<file path="config.mk">
export PLATFORM = sky130hd
export DESIGN_NAME = inst_sequencer
export DESIGN_NICKNAME = d
export VERILOG_FILES = /design/src/rtl/inst_sequencer.sv
export SDC_FILE = /design/constraint.sdc
export NUM_CORES = 1
export LEC_CHECK = 0
export ABC_AREA = 1
export BUFFER_PORTS_ARGS = -buffer_cell sky130_fd_sc_hd__buf_2
export CORE_ASPECT_RATIO = 0.6
export CORE_MARGIN = 8
export CORE_UTILIZATION = 66
export CTS_CLUSTER_SIZE = 25
export DETAILED_ROUTE_END_ITERATION = 8
export PLACE_DENSITY = 0.85
export SKIP_CTS_REPAIR_TIMING = 1
export SLEW_MARGIN = 5
export SYNTH_ARGS = -nofsm -noshare
export SYNTH_HDL_FRONTEND = slang
export SYNTH_SLANG_ARGS = --single-unit
export TNS_END_PERCENT = 1
</file>
<file path="constraint.sdc">
create_clock -name clk -period 4.3 [get_ports clk]
set_input_delay 0.215 -clock clk [delete_from_list [all_inputs] [get_ports clk]]
set_output_delay 0.215 -clock clk [all_outputs]
set_load 0.02 [all_outputs]
</file>
<file path="src/rtl/inst_sequencer.sv">
// Byte-serial program loader and replay sequencer feeding the 16-bit
// instruction port of tt_um_processor, with optional multi-pass looping.
module inst_sequencer #(
    parameter int DEPTH = 8,
    parameter int AW    = 3
) (
    input  logic          clk,
    input  logic          rst,
    input  logic [7:0]    load_data,
    input  logic          load_valid,
    input  logic          clear,
    input  logic          start,
    input  logic          abort,
    input  logic [3:0]    loop_count,
    input  logic          inst_ready,
    output logic [15:0]   inst,
    output logic          inst_valid,
    output logic          busy,
    output logic          done,
    output logic [AW:0]   prog_len,
    output logic          overflow
);

    // state   | meaning
    // S_IDLE  | loading / clearing allowed, waiting for start
    // S_RUN   | replaying buffer to downstream
    // S_DONE  | final instruction accepted; emits done on exit
    typedef enum logic [1:0] {S_IDLE, S_RUN, S_DONE} state_t;

    localparam logic [AW:0]   FULL_LEN = (AW+1)'(DEPTH);
    localparam logic [AW:0]   LEN_ONE  = (AW+1)'(1);
    localparam logic [AW-1:0] PTR_ONE  = AW'(1);

    logic [15:0] mem [DEPTH];

    state_t      state_q, state_d;
    logic [AW-1:0] wr_ptr_q, wr_ptr_d;
    logic [AW-1:0] rd_ptr_q, rd_ptr_d;
    logic [AW:0] prog_len_q, prog_len_d;
    logic        phase_q, phase_d;
    logic [7:0]  stage_q, stage_d;
    logic [3:0]  pass_q, pass_d;
    logic [15:0] inst_q, inst_d;
    logic        inst_valid_q, inst_valid_d;
    logic        busy_q, busy_d;
    logic        done_q, done_d;
    logic        overflow_q, overflow_d;
    logic        mem_we;
    logic        last_slot;

    assign last_slot = ({1'b0, rd_ptr_q} + LEN_ONE) == prog_len_q;

    always_comb begin
        state_d      = state_q;
        wr_ptr_d     = wr_ptr_q;
        rd_ptr_d     = rd_ptr_q;
        prog_len_d   = prog_len_q;
        phase_d      = phase_q;
        stage_d      = stage_q;
        pass_d       = pass_q;
        inst_d       = inst_q;
        inst_valid_d = inst_valid_q;
        done_d       = 1'b0;
        overflow_d   = overflow_q;
        mem_we       = 1'b0;

        case (state_q)
            S_IDLE: begin
                if (start && (prog_len_q != '0) && !phase_q) begin
                    state_d  = S_RUN;
                    rd_ptr_d = '0;
                    pass_d   = loop_count;
                end else if (clear) begin
                    wr_ptr_d   = '0;
                    prog_len_d = '0;
                    phase_d    = 1'b0;
                    overflow_d = 1'b0;
                end else if (load_valid) begin
                    if (prog_len_q == FULL_LEN) begin
                        overflow_d = 1'b1;
                    end else if (!phase_q) begin
                        stage_d = load_data;
                        phase_d = 1'b1;
                    end else begin
                        mem_we     = 1'b1;
                        wr_ptr_d   = wr_ptr_q + PTR_ONE;
                        prog_len_d = prog_len_q + LEN_ONE;
                        phase_d    = 1'b0;
                    end
                end
            end
            S_RUN: begin
                // First cycle of RUN has nothing presented yet: fetch slot 0.
                if (abort) begin
                    state_d      = S_IDLE;
                    inst_valid_d = 1'b0;
                end else if (!inst_valid_q) begin
                    inst_d       = mem[rd_ptr_q];
                    inst_valid_d = 1'b1;
                end else if (inst_ready) begin
                    if (!last_slot) begin
                        rd_ptr_d = rd_ptr_q + PTR_ONE;
                        inst_d   = mem[rd_ptr_q + PTR_ONE];
                    end else if (pass_q != 4'd0) begin
                        pass_d   = pass_q - 4'd1;
                        rd_ptr_d = '0;
                        inst_d   = mem[0];
                    end else begin
                        inst_valid_d = 1'b0;
                        state_d      = S_DONE;
                    end
                end
            end
            S_DONE: begin
                done_d  = 1'b1;
                state_d = S_IDLE;
            end
            default: state_d = S_IDLE;
        endcase

        busy_d = (state_d == S_RUN);
    end

    always_ff @(posedge clk or posedge rst) begin
        if (rst) begin
            state_q      <= S_IDLE;
            wr_ptr_q     <= '0;
            rd_ptr_q     <= '0;
            prog_len_q   <= '0;
            phase_q      <= 1'b0;
            stage_q      <= '0;
            pass_q       <= '0;
            inst_q       <= '0;
            inst_valid_q <= 1'b0;
            busy_q       <= 1'b0;
            done_q       <= 1'b0;
            overflow_q   <= 1'b0;
        end else begin
            state_q      <= state_d;
            wr_ptr_q     <= wr_ptr_d;
            rd_ptr_q     <= rd_ptr_d;
            prog_len_q   <= prog_len_d;
            phase_q      <= phase_d;
            stage_q      <= stage_d;
            pass_q       <= pass_d;
            inst_q       <= inst_d;
            inst_valid_q <= inst_valid_d;
            busy_q       <= busy_d;
            done_q       <= done_d;
            overflow_q   <= overflow_d;
        end
    end

    // Buffer contents survive reset so only the pointers need clearing.
    always_ff @(posedge clk) begin
        if (mem_we) mem[wr_ptr_q] <= {load_data, stage_q};
    end

    assign inst       = inst_q;
    assign inst_valid = inst_valid_q;
    assign busy       = busy_q;
    assign done       = done_q;
    assign prog_len   = prog_len_q;
    assign overflow   = overflow_q;

endmodule

</file>
### Word-level counts from Yosys, hierarchy flattened

Memories as Yosys holds them, arrays and structs flattened.
Index checks and enable logic that the tools add are counted.

| cells by class | value |
|---|---|
| multiplexer cells | 54 |
| add/sub/neg operators | 5 |
| equality and inequality tests | 15 |
| reduce and logical (&&, ||, !) cells | 17 |
| bitwise gates (word level) | 5 |

Operators by type and width:

| operator | number |
|---|---|
| $mux 16 | 4 |
| $mux 4 | 10 |
| $mux 3 | 10 |
| $mux 1 | 21 |
| $ne 2x2->1 const B | 8 |
| $mux 2 | 6 |
| $reduce_and 4->1 | 3 |
| $reduce_and 6->1 | 2 |
| $pmux 4 s2 | 1 |
| $reduce_bool 2->1 | 4 |
| $reduce_bool 4->1 | 2 |
| $reduce_and 7->1 | 1 |
| $add 3x1->3 const B | 2 |
| $pmux 3 s2 | 1 |
| $not 1->1 | 5 |
| $reduce_and 5->1 | 1 |
| $add 3x1->4 const B | 1 |
| $add 4x1->4 const B | 1 |
| $eq 2x1->1 const B | 2 |
| $eq 4x4->1 | 1 |
| $eq 4x4->1 const B | 1 |
| $pmux 2 s2 | 1 |
| $sub 4x1->4 const B | 1 |
| $ne 3x2->1 const B | 1 |
| other kinds (5) | 6 |

| storage, ports and cells | value |
|---|---|
| input port bits | 19 |
| output and inout port bits | 24 |
| memories | 1 |
| memory bits (writable) | 128 |
| register bits after elaboration | 45 |
| word-level logic and storage cells | 109 |

Memory list:

| memory | depth | width | read ports | clocked after Yosys merged registers in | wr ports | RTL line | RTL |
|---|---|---|---|---|---|---|---|
| mem | 8 | 16 | 3 | 0 | 1 | 34 | `logic [15:0] mem [DEPTH];` |

### Depth between registers and ports, before layout

| depth | value |
|---|---|
| word-level depth | 8 |
| gate-level depth with buffers | 12 |
| depth with buffers taken out | 11 |

### Least setup slack after synthesis

Ideal clock, no wire load.

| timing | value |
|---|---|
| path kind | register to register |
| start point | register prog_len_q[0], in the netlist prog_len[0] |
| end point | memory mem[6][0], enable pin |
| arrival | 2.454 ns |
| required time | 3.891 ns |
| setup time | 0.409 ns |
| cell stages (with the launch flop) | 8 |
| period minus slack after synthesis | 2.863 ns |
| buffers on the path | 0 |
| path slack | 1.437 ns |
| cell sequence | dfrtp_1 inv_1 ha_1 nand3_1 nand3_1 nor2_1 nand2_1 nor3_1 |

| between the ends | value |
|---|---|
| cells in the longest elaborated chain, start to end | 8 |
| elaborated cells on any way between the ends | 11 |
| those cells by class | eq/ne (1); mux (7); reduce/logical (3) |

RTL lines:

| element | RTL line | RTL |
|---|---|---|
| from (decl) | 39 | `logic [AW:0] prog_len_q, prog_len_d;` |
| from (signal assigned) | 142 | `prog_len_q <= prog_len_d;` |
| $eq 4x4->1 | 79 | `if (prog_len_q == FULL_LEN) begin` |
| $mux 1 | 79 |  |
| $mux 1 | 78 | `end else if (load_valid) begin` |
| $mux 1 | 73 | `end else if (clear) begin` |
| $mux 1 * | 69 | `if (start && (prog_len_q != '0) && !phase_q) begin` |
| $mux 1 * | 67 | `case (state_q)` |
| $mux 1 * | 156 | `if (mem_we) mem[wr_ptr_q] <= {load_data, stage_q};` |
| $mux 1 (implied by the code) * | 156 |  |
| to (decl) | 34 |  |

Every way passes the cells marked *; elsewhere a longest branch is shown, timed or not.

### Final worst setup path

| timing | value |
|---|---|
| start point | register rd_ptr_q[0] |
| end point | register rd_ptr_q[0] |

| between the ends | value |
|---|---|
| cells in the longest elaborated chain, start to end | 7 |
| elaborated cells on any way between the ends | 10 |
| those cells by class | add/sub (2); eq/ne (2); mux (5); reduce/logical (1) |

RTL lines:

| element | RTL line | RTL |
|---|---|---|
| from (decl) | 38 | `logic [AW-1:0] rd_ptr_q, rd_ptr_d;` |
| from (signal assigned) | 141 | `rd_ptr_q <= rd_ptr_d;` |
| $add 3x1->4 | 51 | `assign last_slot = ({1'b0, rd_ptr_q} + LEN_ONE) == prog_len_q;` |
| $eq 4x4->1 | 51 |  |
| $mux 3 | 101 | `if (!last_slot) begin` |
| $mux 3 | 100 | `end else if (inst_ready) begin` |
| $mux 3 | 97 | `end else if (!inst_valid_q) begin` |
| $mux 3 | 94 | `if (abort) begin` |
| $pmux 3 s2 | 67 |  |

Several ways; a longest one is shown, not always the timed one. The select of a mux whose other input is x is not followed.
A chain may end at the register's enable or synchronous reset.

==> impl_metrics.toml <==
[outcome]
status = "finished clean"

[place]
gp_congestion = 0.865
dpl.hpwl_mm = 16.1
pre_cts_ws_ps = 1360
port_buffers = 42

[final_layout]
area_delta_synth_final_pct = 9.87
antenna_cells = 0
drive_gt1_share_pct = 11.5
nFillCells = 923
seq_area_um2 = 4970
multi_input_area_um2 = 3490
fin_nets = 1099

[route]
vias = 7976
wirelength_mm = 25.8
drt_iter0_markers = 1335
via_per_inst = 6.32
wl_met3_mm = 4.23
drt-met1-wl_mm = 9.97
postRouteAntennaNets = 0
wl_met2_mm = 10.9
highest_layer = "met4"
post_drt_wl_per_cell_um = 20.5
dr.pass1.iters = 7
drc = 0

[logic_synthesis]
yosys-top-cells-count = "394 x nand2_1, 166 x nand3_1, 128 x edfxtp_1, 97 x nor2_1, 45 x dfrtp_1"
synth_top_flop_cell = "edfxtp_1"
synthCells = 1052
ys_warn_count = 0
synth-edff-count = 128
yosys.area.top_type_share_pct = 43.1
synthArstFlopShare_pct = 26.0
synth_top_area_cell = "edfxtp_1"
avgSynthCellArea_um2 = 8.47
synth_cell_type_count = 35
synth_seq_cells = 173
synthesis.area_um2 = 8910
yosysSeqAreaShare_pct = 55.8
synth.most_common_cell = "nand2_1"
yosys-top-cells-area = "edfxtp_1 43%, nand2_1 17%, dfrtp_1 13%, nand3_1 9.3%, nor2_1 4.1%"
synth.net_count = 1076

[global_routing]
grt_pass1_vias = 7455
globalRoute.totalOverflow = 0
grt_max_degree = 102
grt_pass1_wl_mm = 40.4
antenna_found_initial = 0
grt.total_usage_pct = 29.6

[floorplan]
die_area_um2 = 17600
die_h_um = 106
top_level_ports = 43
rows = 33
core_um2 = 13400
die_w_um = 166
initial_core_util_pct = 66.4

[clocking]
clock_sinks = 173
cts_tree = "done"
cts_max_path_buffers = 2
cts_root_buf = "clkbuf_16"
h-tree-depth = 4
numCtsBuffers = 17
clk_latency_ps = 440
clkSlewWorstSetupHoldPaths_ps = 70

[critical_path]
required_ps = 4610
path_class = "flip-flop to flip-flop"
crit_arrival_ps = 3460
worstPathMaxFanout = 101
crit_path_end_kind = "flip-flop"
cp-start-kind = "flip-flop"

[power_and_ir_drop]
power.leakage_nw = 4.29
p_per_area_nw_per_um2 = 629
peakVddDrop_v = 0.000306
total_power_mw = 6.16

[sta]
slew_headroom_pct = 29.0
grt_setup_unrepaired = "false"
finalCritPeriodShare_pct = 73.2
layout_setup_ws_ps = 1150
finalClockSkew_ps = 13.2
finalHoldViolCount = 0
finalCriticalPeriod_ps = 3150
worstMarginPinSlew_ps = 1060
fmax_ghz = 0.318
slew_viol_final = 0
finalSetupViolations = 0
fin_setup_tns_ps = 0

[job]
cap_violations = 0

[min_path]
hp-class = "input port to asynchronous set/reset pin"
## flip-flops by register name (all words and copies together), names as in the netlist, 2 cells and up
signal,count
mem,128
inst,16
stage_q,8
pass_q,4
prog_len,4
rd_ptr_q,3
wr_ptr_q,3
state_q,2
## power by group
group | leakage [nW] | internal, mW | switching, mW
combinational | 2.29 | 0.669 | 1.61
sequential | 1.72 | 2.07 | 0.299
clock | 0.279 | 0.823 | 0.690
## cells by family (layout without fill, tap and decap cells)
group	Yosys count	in the layout	synth area share, %
and+or+nand+nor	696	696	33.5
DFF	173	173	55.8
muxes	1	1	0.112
xor gates and xnor gates	4	4	0.393
AOI/OAI and AO/OA	70	70	4.35
adders and majority gates	5	5	0.702
buffers and inverters	103	139	5.15
## layout by cell type (no fill, tap or decap), types with 2 or more instances in the layout
master      netlist  final
nand2_1         394    394
nand3_1         166    166
edfxtp_1        128    128
nor2_1           97     97
dfrtp_1          45     44
buf_2            37     42
o21ai_0          40     40
inv_1            40     39
buf_4             3     21
nand4_1          20     20
a21oi_1          17     17
clkbuf_16         0     17
a21oi_2           9      9
ha_1              5      5
clkinv_2          0      4
xor2_1            4      4
inv_6             0      4
inv_2             3      3
nand2_4           3      3
nand2_2           3      3
o21ai_1           3      3
nor3_2            1      3
clkinv_4          0      3
clkinvlp_4        0      2
## cell type report
| cell class | instances | area share, % |
|---|---|---|
| sequential | 173 | 50.8 |
| clock inverter | 14 | 1.35 |
| timing repair buffer | 63 | 3.76 |
| inverter | 44 | 1.70 |
| clock buffer | 18 | 4.48 |
| multi-input combinational | 776 | 35.7 |
| tap | 175 | 2.24 |
## worst max-delay path, stage by stage (launching register included)
cell,delay (ps)
dfrtp_4,680
buf_4,880
nand3_1,170
nand2_1,160
nand2_4,190
nand3_4,300
nand2_1,140
inv_1,110
nand2_1,70
o21ai_0,280
## path summary, 6_finish.rpt
check	from	to	slack [ps]	cells past startpoint
min in group clk	load_data[0]	mem[6][8]	70	1
hold / removal	rst	prog_len[3]	40	2
setup reg to reg	rd_ptr_q[0]	rd_ptr_q[0]	1150	9
hold reg to reg	state_q[0]	done	460	1
max in group asynchronous	rst	rd_ptr_q[0]	3490	2
setup / recovery	rd_ptr_q[0]	rd_ptr_q[0]	1150	9
## routing by layer
| metal | vias up | global-route usage, % |
|---|---|---|
| met5 | - | 0 |
| met4 | 0 | 10.5 |
| met3 | 84 | 8.47 |
| met2 | 660 | 43.3 |
| met1 | 3680 | 41.8 |
| li1 | 3552 | - |
## through the flow
step,hold WS (ps),utilization (%),cells,cell area [µm²]
floorplan,314,-,1052,8910
global placement,422,68.7,1231,9220
detailed placement,445,68.7,1231,9220
CTS,63.2,73.0,1263,9790
global route,67.9,73.0,1263,9790
finish,44.0,73.0,1263,9790
No activity file was read; power rests on OpenSTA's default activity.
